==> config.mk <==
export PLATFORM = sky130hd
export DESIGN_NAME = johnson_decoder_flat
export DESIGN_NICKNAME = d
export VERILOG_FILES = /design/src/rtl/johnson_decoder_if.sv /design/src/rtl/johnson_decoder.sv /design/src/flat_wrapper.sv
export SDC_FILE = /design/constraint.sdc
export NUM_CORES = 1
export LEC_CHECK = 0
export ABC_AREA = 1
export CORE_ASPECT_RATIO = 1.1
export CORE_MARGIN = 2
export CORE_UTILIZATION = 30
export DETAILED_ROUTE_END_ITERATION = 16
export GPL_TIMING_DRIVEN = 1
export PLACE_DENSITY = 0.48
export SETUP_SLACK_MARGIN = 0.15
export SYNTH_ARGS = -nofsm -noshare
export SYNTH_HDL_FRONTEND = slang
export SYNTH_SLANG_ARGS = --single-unit
==> constraint.sdc <==
create_clock -name clk -period 3 [get_ports clk]
set_input_delay 0.3 -clock clk [delete_from_list [all_inputs] [get_ports clk]]
set_output_delay 0.3 -clock clk [all_outputs]
set_load 0.02 [all_outputs]
==> src/rtl/johnson_decoder_if.sv <==
// Bus between a Johnson counter tap and its decoder: sampled code word in,
// decoded phase index plus lock/error status out.
interface johnson_decoder_if #(
    parameter int N  = 4,
    parameter int CW = 8
) ();
    localparam int IW = $clog2(2 * N);

    logic [N-1:0]  jc_in;
    logic          jc_valid;
    logic          err_clr;
    logic [IW-1:0] idx;
    logic          idx_valid;
    logic          illegal;
    logic          seq_err;
    logic          locked;
    logic [CW-1:0] err_cnt;

    modport master (
        output jc_in, jc_valid, err_clr,
        input  idx, idx_valid, illegal, seq_err, locked, err_cnt
    );

    modport slave (
        input  jc_in, jc_valid, err_clr,
        output idx, idx_valid, illegal, seq_err, locked, err_cnt
    );
endinterface

==> src/rtl/johnson_decoder.sv <==
// Johnson code decoder: two-stage pipeline that decodes a code word to a phase
// index, flags illegal words and sequence errors, and tracks lock.
//
// state  | meaning
// SEARCH | waiting for any legal word
// CHECK  | one legal word seen, waiting for its successor
// LOCKED | sequence verified; errors are counted here
module johnson_decoder #(
    parameter int N          = 4,
    parameter bit ALLOW_HOLD = 1'b1,
    parameter int CW         = 8
) (
    input logic               clk,
    input logic               rst_n,
    johnson_decoder_if.slave  bus
);
    localparam int IW = $clog2(2 * N);
    localparam logic [IW-1:0] LAST_IDX = IW'(2 * N - 1);

    typedef enum logic [1:0] {SEARCH, CHECK, LOCKED} state_t;

    state_t        state_q;
    logic [N-1:0]  code_q;
    logic          valid_q;
    logic [IW-1:0] idx_q;
    logic          idx_valid_q;
    logic          illegal_q;
    logic          seq_err_q;
    logic [CW-1:0] err_cnt_q;

    logic          legal_d;
    logic [IW-1:0] dec_idx_d;
    logic [IW-1:0] exp_idx_d;
    logic          is_exp_d;
    logic          is_hold_d;
    logic          err_inc_d;
    logic [N-1:0]  mask_d;
    int            pc_d;

    // A legal word is a run of ones anchored at bit 0 (MSB clear) or at the MSB.
    always_comb begin
        pc_d = 0;
        for (int i = 0; i < N; i++) begin
            if (code_q[i]) pc_d++;
        end
        if (!code_q[N-1]) begin
            mask_d    = N'((32'd1 << pc_d) - 32'd1);
            dec_idx_d = IW'(pc_d);
        end else begin
            mask_d    = {N{1'b1}} << (N - pc_d);
            dec_idx_d = IW'(2 * N - pc_d);
        end
        legal_d   = (code_q == mask_d);
        exp_idx_d = (idx_q == LAST_IDX) ? '0 : idx_q + 1'b1;
        is_exp_d  = (dec_idx_d == exp_idx_d);
        is_hold_d = ALLOW_HOLD && (dec_idx_d == idx_q);
        err_inc_d = valid_q && (state_q == LOCKED) &&
                    !(legal_d && (is_exp_d || is_hold_d));
    end

    // idx_q only moves on legal words, so it doubles as the last legal index.
    always_ff @(posedge clk or negedge rst_n) begin
        if (!rst_n) begin
            state_q     <= SEARCH;
            code_q      <= '0;
            valid_q     <= 1'b0;
            idx_q       <= '0;
            idx_valid_q <= 1'b0;
            illegal_q   <= 1'b0;
            seq_err_q   <= 1'b0;
            err_cnt_q   <= '0;
        end else begin
            code_q      <= bus.jc_in;
            valid_q     <= bus.jc_valid;
            idx_valid_q <= valid_q;
            illegal_q   <= 1'b0;
            seq_err_q   <= 1'b0;
            if (valid_q) begin
                illegal_q <= !legal_d;
                if (legal_d) idx_q <= dec_idx_d;
                case (state_q)
                    SEARCH: if (legal_d) state_q <= CHECK;
                    CHECK: begin
                        if (!legal_d)      state_q <= SEARCH;
                        else if (is_exp_d) state_q <= LOCKED;
                    end
                    LOCKED: begin
                        if (!legal_d) begin
                            state_q <= SEARCH;
                        end else if (!(is_exp_d || is_hold_d)) begin
                            seq_err_q <= 1'b1;
                            state_q   <= CHECK;
                        end
                    end
                    default: state_q <= SEARCH;
                endcase
            end
            if (bus.err_clr)
                err_cnt_q <= '0;
            else if (err_inc_d && (err_cnt_q != {CW{1'b1}}))
                err_cnt_q <= err_cnt_q + 1'b1;
        end
    end

    assign bus.idx       = idx_q;
    assign bus.idx_valid = idx_valid_q;
    assign bus.illegal   = illegal_q;
    assign bus.seq_err   = seq_err_q;
    assign bus.locked    = (state_q == LOCKED);
    assign bus.err_cnt   = err_cnt_q;
endmodule
==> src/flat_wrapper.sv <==
// flat-port wrapper written by rule: the top's interface ports become plain ports
module johnson_decoder_flat 
#(
    parameter int N          = 4,
    parameter bit ALLOW_HOLD = 1'b1,
    parameter int CW         = 8
)
  (clk, rst_n, bus_jc_in, bus_jc_valid, bus_err_clr, bus_idx, bus_idx_valid, bus_illegal, bus_seq_err, bus_locked, bus_err_cnt);
  johnson_decoder_if #(.N(N), .CW(CW)) bus_i ();
  input logic clk;
  input logic rst_n;
  input wire logic [$bits(bus_i.jc_in)-1:0] bus_jc_in;
  input wire logic [$bits(bus_i.jc_valid)-1:0] bus_jc_valid;
  input wire logic [$bits(bus_i.err_clr)-1:0] bus_err_clr;
  output wire logic [$bits(bus_i.idx)-1:0] bus_idx;
  output wire logic [$bits(bus_i.idx_valid)-1:0] bus_idx_valid;
  output wire logic [$bits(bus_i.illegal)-1:0] bus_illegal;
  output wire logic [$bits(bus_i.seq_err)-1:0] bus_seq_err;
  output wire logic [$bits(bus_i.locked)-1:0] bus_locked;
  output wire logic [$bits(bus_i.err_cnt)-1:0] bus_err_cnt;
  assign bus_i.jc_in = bus_jc_in;
  assign bus_i.jc_valid = bus_jc_valid;
  assign bus_i.err_clr = bus_err_clr;
  assign bus_idx = bus_i.idx;
  assign bus_idx_valid = bus_i.idx_valid;
  assign bus_illegal = bus_i.illegal;
  assign bus_seq_err = bus_i.seq_err;
  assign bus_locked = bus_i.locked;
  assign bus_err_cnt = bus_i.err_cnt;
  johnson_decoder #(.N(N), .ALLOW_HOLD(ALLOW_HOLD), .CW(CW)) u_core (.clk(clk), .rst_n(rst_n), .bus(bus_i));
endmodule
======== Word-level counts from Yosys, hierarchy flattened ========
Index checks and enable logic that the tools add are counted.
word-level totals
  register bits ........................... 21
  bits in latches ......................... 0
  bits in writable memories ............... 0
  memory bits (read-only) ................. 0
  bits of input ports ..................... 8
  output and inout port bits .............. 15
  memories kept ........................... 0
operators by class
  add/sub/neg operators ................... 8
  multipliers ............................. 0
  divide/modulo/power cells ............... 0
  order comparisons ....................... 0
  equality and inequality tests ........... 10
  shift-type cells ........................ 2
  mux-type cells .......................... 20
  bitwise logic cells ..................... 0
  reductions and logical operators ........ 11
operators with widths
  kind                   number
  $mux 32                3
  $add 32x2->32 const B  2
  $shl 1x32->4 const A   1
  $shl 4x32->4 const A   1
  $sub 4x32->32 const A  1
  $mux 8                 2
  $mux 2                 5
  $add 8x1->8 const B    1
  $ne 8x8->1 const B     1
  $eq 3x3->1             2
  $mux 1                 6
  $mux 3                 2
  $ne 3x3->1 const B     2
  $pmux 2 s3             1
  $eq 4x4->1             1
  $logic_and 1x1->1      4
  $mux 4                 1
  $reduce_and 4->1       1
  $sub 4x1->4 const B    1
  $add 3x1->3 const B    1
  $eq 3x3->1 const B     1
  $sub 1x3->3 const A    1
  $add 1x1->2 const B    1
  $eq 2x1->1 const B     1
  7 further kinds        8

======== Logic depth before layout (Yosys ltp) ========
Gate-level depths: netlist of run 1.
  depth after elaboration ................. 17
  depth in mapped cells ................... 27
  depth with buffers taken out ............ 27

======== Worst setup path before layout of run 1 ========
No wires, ideal clock.
  path type ............................... register to register
  start ................................... reg u_core.code_q[0]
  end ..................................... reg u_core.err_cnt_q[0], in the netlist u_core.bus.err_cnt[0]
  setup time .............................. 118 ps
  arrival time ............................ 2897 ps
  slack ................................... -15 ps
  cell stages (with the launch flop) ...... 23
  period minus slack after synthesis ...... 3015 ps
  path through ............................ dfrtp_1 > inv_1 > ha_1 > inv_1 > nand2_1 > nand2_1 > inv_1 > ha_1 > nand2_1 > nand2_1 > inv_1 > ha_1 > inv_1 > o21ai_0 > xor2_1 > a21oi_1 > nand3_1 > nand2_1 > clkinv_2 > nor2_2 > nor2_2 > nand3b_1 > nand2_1
on the way
  longest elaborated chain between the ends .. 16
ends and longest elaborated chain
  element                                         line                                          text
  start: declaration                              johnson_decoder.sv:23                         logic [N-1:0] code_q;
  start signal: assignment                        johnson_decoder.sv:73                         code_q <= bus.jc_in;
  $mux 1                                          johnson_decoder.sv:44                         if (code_q[i]) pc_d++;
  $add 1x1->2                                     johnson_decoder.sv:44
  $mux 32                                         johnson_decoder.sv:44
  $add 32x2->32                                   johnson_decoder.sv:44
  $mux 32                                         johnson_decoder.sv:44
  $add 32x2->32                                   johnson_decoder.sv:44
  $mux 32                                         johnson_decoder.sv:44
  $sub 4x32->32, or another cell as far along     johnson_decoder.sv:50                         mask_d = {N{1'b1}} << (N - pc_d);
  $shl 4x32->4, or another cell as far along      johnson_decoder.sv:50
  $mux 4, or another cell as far along            johnson_decoder.sv:46                         if (!code_q[N-1]) begin
  $eq 4x4->1 or $logic_or 1x1->1 (tied branches)  johnson_decoder.sv:53, johnson_decoder.sv:58
  $logic_and 1x1->1 (*)                           johnson_decoder.sv:58                         !(legal_d && (is_exp_d || is_hold_d));
  $logic_not 1->1 (*)                             johnson_decoder.sv:58
  $logic_and 1x1->1 (*)                           johnson_decoder.sv:57                         err_inc_d = valid_q && (state_q == LOCKED) &&
  $logic_and 1x1->1 (*)                           johnson_decoder.sv:100                        else if (err_inc_d && (err_cnt_q != {CW{1'b1}}))
  $reduce_bool 2->1 (no line) (*)                 -
  end signal: assignment                          johnson_decoder.sv:101                        err_cnt_q <= err_cnt_q + 1'b1;
  end: declaration                                johnson_decoder.sv:29                         logic [CW-1:0] err_cnt_q;
Every way passes the cells marked *; elsewhere a longest branch is shown, timed or not.
A chain may end at the register's enable or synchronous reset.

======== Worst setup path after layout of run 1 ========
  start ................................... reg u_core.code_q[0]
  end ..................................... reg u_core.err_cnt_q[2], in the netlist u_core.bus.err_cnt[2]
The elaborated chain is that of the path after synthesis.

==> reports/qor.txt, run 1 <==
Status: finished with violations
Failing checks: negative setup slack
Clock Skew: 0.000937 ns
Vias/cell: 4.64
Share of layout cells above drive strength 1: 0.376
Synth warn: 0
Vias in the first global route: 1392
RSZ-0062 raised after global routing: yes
Net count, final: 276
Number of diodes: 0
Final WL: 3520 um
Global-route usage over all layers: 0.134
Ys flop type: dfrtp_1
Async S/R FF share, synth: 1.00
Worst-margin pin slew: 0.968 ns
Fmax: 321 MHz
FF-to-FF setup slack: -0.12 ns
Cell mode on critical path: nand2_2
Area Growth Syn to Fin: 52.3%
Hold crit path type: primary input to register
Die area: 5580 um2
Drt first-iter violations: 37
Hold Fails Final Rpt: 0
Net Count, Synth: 216
Post-DRT Antenna Nets: 0
Post-CTS Hold Fix Bufs: 0
DRC errors left: 0
Die height: 78.1 um
Row count: 26
Largest net degree at the start of global routing: 22
Vias: 1457
Core box area: 4720 um2
Worst-path clk slew: 0.08 ns
CP cell instances: buf_4, ha_4, o21a_1, ha_4, nand2_2, nand2_2, inv_2, nand2_2, nand2_1, ha_1, nor2_1, nand2_2, a21oi_4, nand4_1, nand2_1, nand2_1, nand2_2, nand3_4, o21bai_4, nand3_2, nand2_2
WP buf/inv: 2
Cell area after synthesis: 1500 um2
Startpoint types: register
Dpl cells: 298
PnR Total Power: 1.08 mW
First-pass GRT wire length: 6000 um
Max_cap viols: 0
Worst-path cell with the longest stage delay: dfrtp_1
Layout Cells excl Fill: 314
VDD IR-drop max: 0.287 mV
Placed cell area: 1970 um2
DR WL/cell: 11.2 um
Family with the most delay on the worst path: simple AND/OR/NAND/NOR gates
WS Path Type: register to register
Worst hold margin: 0.472 ns
Final period utilization: 1.04
CTS Buf Count: 3
Clock root cell: clkbuf_8
TritonCTS clock tree: done
Chip width: 71.4 um
Synth Instances: 199
Cell variety after synth: 29
Worst EP arrival: 3.32 ns
Crit end category: register
Clk sinks: 21
# IOs: 23
Crit-path max FO: 8
Minimum clock period: 3.12 ns
Seq cells post-synth: 21
WP data required: 3.20 ns
Setup Viol. Count Final: 13
Critical path's largest stage delay: 0.39 ns
Synth top area cells: dfrtp_1 35%, nand2_1 14%, nand3_1 8.7%
Longest Clk Path Bufs: 2
Yosys top cell area share: 0.351
Leak Pwr: 1.09 nW
Initial antenna violation count: 0
Post-synth top area cell: dfrtp_1
Initial Util: 0.318
Dpl hpwl: 2490 um
Post-synthesis sequential area ratio: 0.351
Post-synth EDFFs: 0
DR pass1 iterations: 4
Commonest cells in the netlist: 56 x nand2_1, 26 x nand3_1, 22 x inv_1
Pwr dens: 474 nW/um2
Avg Cell Area, Syn: 7.53 um2
Clk_lat worst skew: 0.26 ns
Gr ovfl total: 0
Design Area, Final: 2280 um2
Setup TNS: -0.924 ns
Gp weighted congestion: 0.780
Slew Limit Fails: 0
Most numerous cell in the Yosys netlist: nand2_1
H-tree depth: 1
Max_slew headroom: 0.353
Setup WS post-layout: -0.120 ns
Fill cell count: 462
# port buffers: 22
## layout by cell type, fill, tap and decap left out
cell type,netlist,final
a21oi_1,3,2
a21oi_2,0,1
a21oi_4,1,1
a31o_2,1,1
buf_4,0,29
buf_6,0,5
clkbuf_8,0,3
clkdlybuf4s50_1,0,22
clkinv_2,1,2
conb_1,1,1
dfrtp_1,21,21
ha_1,9,6
ha_4,0,3
inv_1,22,15
inv_2,2,9
nand2_1,56,42
nand2_2,4,17
nand2_4,2,3
nand3_1,26,15
nand3_2,1,12
nand3_4,1,1
nand3b_1,5,5
nand4_1,5,5
nor2_1,11,10
nor2_2,5,2
nor2_4,0,4
nor3_1,2,1
nor3_2,0,1
o211ai_1,1,1
o21a_1,1,1
o21ai_0,2,1
o21ai_1,4,3
o21ai_2,0,1
o21ai_4,0,1
o21bai_1,1,1
o21bai_4,1,1
xnor2_1,1,1
xor2_1,8,8
## final cells by class
class / count / area (um2) / area share
clock inverter: 1 / 5.00 / 0.00219
clock buffer: 3 / 41.3 / 0.0181
inverter: 25 / 95.1 / 0.0416
timing repair buffer: 56 / 494 / 0.216
sequential: 21 / 526 / 0.230
multi-input combinational: 152 / 1050 / 0.461
tap: 56 / 70.1 / 0.0307
## metrics by stage
step / setup slack [ns] / util
detailed placement: -0.165 / 0.419
CTS: -0.119 / 0.466
finish: -0.120 / 0.484
global route: -0.339 / 0.484
global placement: -0.117 / 0.419
floorplan: 0.157 / -
## metal layers
metal	routed length [um]	GRT usage	up-vias	share of wire
li1	-	-	762	-
met2	1710	0.221	25	0.49
met5	0	0	-	0
met1	1650	0.171	665	0.47
met3	123	0.0334	5	0.035
met4	34	0.0434	0	0.0097
## cells by family (layout without fill, tap and decap cells)
| group | count (synthesis) | count (layout) | synth area share |
|---|---|---|---|
| AO/OA/AOI/OAI | 15 | 15 | 0.0743 |
| flip-flops | 21 | 21 | 0.351 |
| buffers and inverters | 26 | 85 | 0.0668 |
| other | 1 | 1 | 0.00250 |
| XOR/XNOR | 9 | 9 | 0.0526 |
| adder cells (fa/ha/maj) | 9 | 9 | 0.0751 |
| AND/OR/NAND/NOR | 118 | 118 | 0.378 |
## power breakdown
part | internal [mW] | switching [mW]
registers | 0.316 | 0.0438
clock network | 0.0925 | 0.0925
logic | 0.250 | 0.288
## registers in the layout, indices dropped and copies added, names as in the netlist
| name | flops |
|---|---|
| u_core.bus.idx_valid | 1 |
| u_core.bus.idx | 3 |
| u_core.bus.err_cnt | 8 |
| u_core.bus.illegal | 1 |
| u_core.state_q | 2 |
| u_core.code_q | 4 |
| u_core.bus.seq_err | 1 |
| u_core.valid_q | 1 |
## final timing paths
check / startpoint / endpoint / cells after the start
setup / recovery: u_core.code_q[0]$_DFF_PN0_ / u_core.bus.err_cnt[2]$_DFFE_PN0P_ / 21
hold / removal: bus_jc_in[2] / u_core.code_q[2]$_DFF_PN0_ / 1
setup reg to reg: u_core.code_q[0]$_DFF_PN0_ / u_core.bus.err_cnt[2]$_DFFE_PN0P_ / 21
hold reg to reg: u_core.valid_q$_DFF_PN0_ / u_core.bus.idx_valid$_DFF_PN0_ / 0
max in group asynchronous: rst_n / u_core.bus.err_cnt[1]$_DFFE_PN0P_ / 1
min in group asynchronous: rst_n / u_core.bus.idx[0]$_DFFE_PN0P_ / 1
## timing repair
item / 4_1_cts / 5_1_grt
setup endpoints to repair: 15 / 15
gates resized for setup: 23 / 21
pin swaps: 23 / 25
endpoints found under the hold margin: 0 / 0
setup buffers: 11 / 1
Power figures use the tool's default switching activity.
==> inputs of run 2 (changes only) <==
- CORE_UTILIZATION: 30 -> 48
- PLACE_DENSITY: 0.48 -> 0.72
==> run 2 against run 1 <==
- the run still ends with negative setup slack left
- register-to-register slack barely moved
- non-clock buffer count fell by 6
- die area fell by 36%
- total power fell by 0.83%
- core utilization rose by 26 points
- clock-buffer cell count rose by 1
- clock skew rose by 0.011 ns
- critical path type unchanged
- largest power group unchanged
==> reports/qor.txt, run 2 (same netlist as run 1, synthesis figures left out) <==
Clock Skew: 0.0116 ns
Global-route usage over all layers: 0.223
Failing checks: negative setup slack
WS Path Type: register to register
Max_cap viols: 0
Dpl hpwl: 2650 um
Core box area: 3020 um2
Vias: 1526
VDD IR-drop max: 0.555 mV
Worst hold margin: 0.413 ns
DRC errors left: 0
Most common cell after layout, fill and taps aside: nand2_1
Final WL: 3890 um
Layout Cells excl Fill: 286
Vias in the first global route: 1489
Clk_lat worst skew: 0.32 ns
Share of layout cells above drive strength 1: 0.401
Fmax: 321 MHz
Max reg flops: 8
Die area: 3590 um2
Most frequent cells in the layout: 37 x nand2_1, 24 x buf_4, 22 x nand2_2, 22 x clkdlybuf4s50_1, 21 x dfrtp_1
Gr ovfl total: 0
Worst EP arrival: 3.37 ns
Pwr dens: 476 nW/um2
Longest Clk Path Bufs: 2
Area Growth Syn to Fin: 50.4%
Chip width: 57.3 um
Crit-path max FO: 8
Vias/cell: 5.34
Design Area, Final: 2250 um2
DR WL/cell: 13.6 um
DR pass1 iterations: 4
Crit end category: register
H-tree depth: 1
Minimum clock period: 3.12 ns
# port buffers: 22
Row count: 21
Die height: 62.6 um
Post-DRT Antenna Nets: 0
Hold crit path type: primary input to register
WP data required: 3.25 ns
Net count, final: 270
Largest net degree at the start of global routing: 22
Clk sinks: 21
Setup WS post-layout: -0.119 ns
Gp weighted congestion: 0.831
Worst-path clk slew: 0.12 ns
PnR Total Power: 1.07 mW
Setup Viol. Count Final: 14
Final period utilization: 1.04
Initial Util: 0.496
Post-CTS Hold Fix Bufs: 0
Startpoint types: register
Status: finished with violations
Placed cell area: 1890 um2
First-pass GRT wire length: 6390 um
TritonCTS clock tree: done
Slew Limit Fails: 0
# IOs: 23
RSZ-0062 raised after global routing: yes
Worst-margin pin slew: 0.919 ns
Drt first-iter violations: 44
Placement Setup Slack: -0.270 ns
Number of diodes: 0
Dpl cells: 269
Max_slew headroom: 0.385
CTS Buf Count: 3
Hold Fails Final Rpt: 0
Leak Pwr: 1.05 nW
Clock root cell: clkbuf_4
Initial antenna violation count: 0
-- run 2: cell type report --
class / instances / area (um2)
Inverter: 25 / 103
Sequential cell: 21 / 526
Fill cell: 211 / 767
Multi-Input combinational cell: 152 / 1100
Tap cell: 34 / 42.5
Timing Repair Buffer: 50 / 454
Clock buffer: 4 / 26.3
-- run 2: what timing repair did --
action | CTS | global route
setup buffers | 8 | 5
setup endpoints to repair | 15 | 15
resized for setup | 18 | 40
endpoints found under the hold margin | 0 | 0
gates cloned | 0 | 0
pin swaps | 19 | 25
-- run 2: final timing paths --
kind / from / end / slack [ns] / cells after the start
max: u_core.code_q[0]$_DFF_PN0_ / u_core.bus.err_cnt[6]$_DFFE_PN0P_ / -0.12 / 24
max reg2reg: u_core.code_q[0]$_DFF_PN0_ / u_core.bus.err_cnt[6]$_DFFE_PN0P_ / -0.12 / 24
min: bus_jc_in[3] / u_core.code_q[3]$_DFF_PN0_ / 0.41 / 1
min reg2reg: u_core.valid_q$_DFF_PN0_ / u_core.bus.idx_valid$_DFF_PN0_ / 0.57 / 0
max in group asynchronous: rst_n / u_core.bus.err_cnt[0]$_DFFE_PN0P_ / 1.95 / 1
min in group asynchronous: rst_n / u_core.bus.idx[0]$_DFFE_PN0P_ / 0.48 / 1
-- run 2: worst max-delay path, cell delays in order (launching register included) --
cell and delay, ns:
dfrtp_1 0.38, inv_2 0.06, ha_4 0.28, nand2_2 0.07, nand2_2 0.11, inv_2 0.05, ha_4 0.22, nand2_2 0.06
nand2_2 0.06, inv_2 0.07, nand2_2 0.06, nand2_2 0.07, ha_4 0.20, nor2_4 0.08, nand2_2 0.06, a21oi_4 0.15
nand3_2 0.14, nand3_2 0.12, nand2_2 0.06, nor2_4 0.13, nand3_4 0.15, o21bai_4 0.17, buf_12 0.14, nand3_2 0.05
nand2_1 0.10
-- run 2: layer usage --
layer  up-vias  GRT usage  wire length, um
li1        753          -                -
met1       706      0.250             1560
met2        56      0.405             2050
met3        11     0.0497              162
met4         0     0.0756              109
met5         -          0                0
-- run 2: through the flow --
stage                     TNS [ns]   util
after floorplan                  0      -
after global placement       -1.04  0.627
after detailed placement     -3.25  0.627
after CTS                    -1.20  0.680
after global routing         -3.73  0.746
final                        -1.17  0.746
-- run 2: report_power, final --
part / internal, mW / total (mW) / switching [mW]
combinational: 0.250 / 0.563 / 0.312
clock: 0.0520 / 0.145 / 0.0932
sequential: 0.315 / 0.365 / 0.0499
total: 0.618 / 1.07 / 0.455
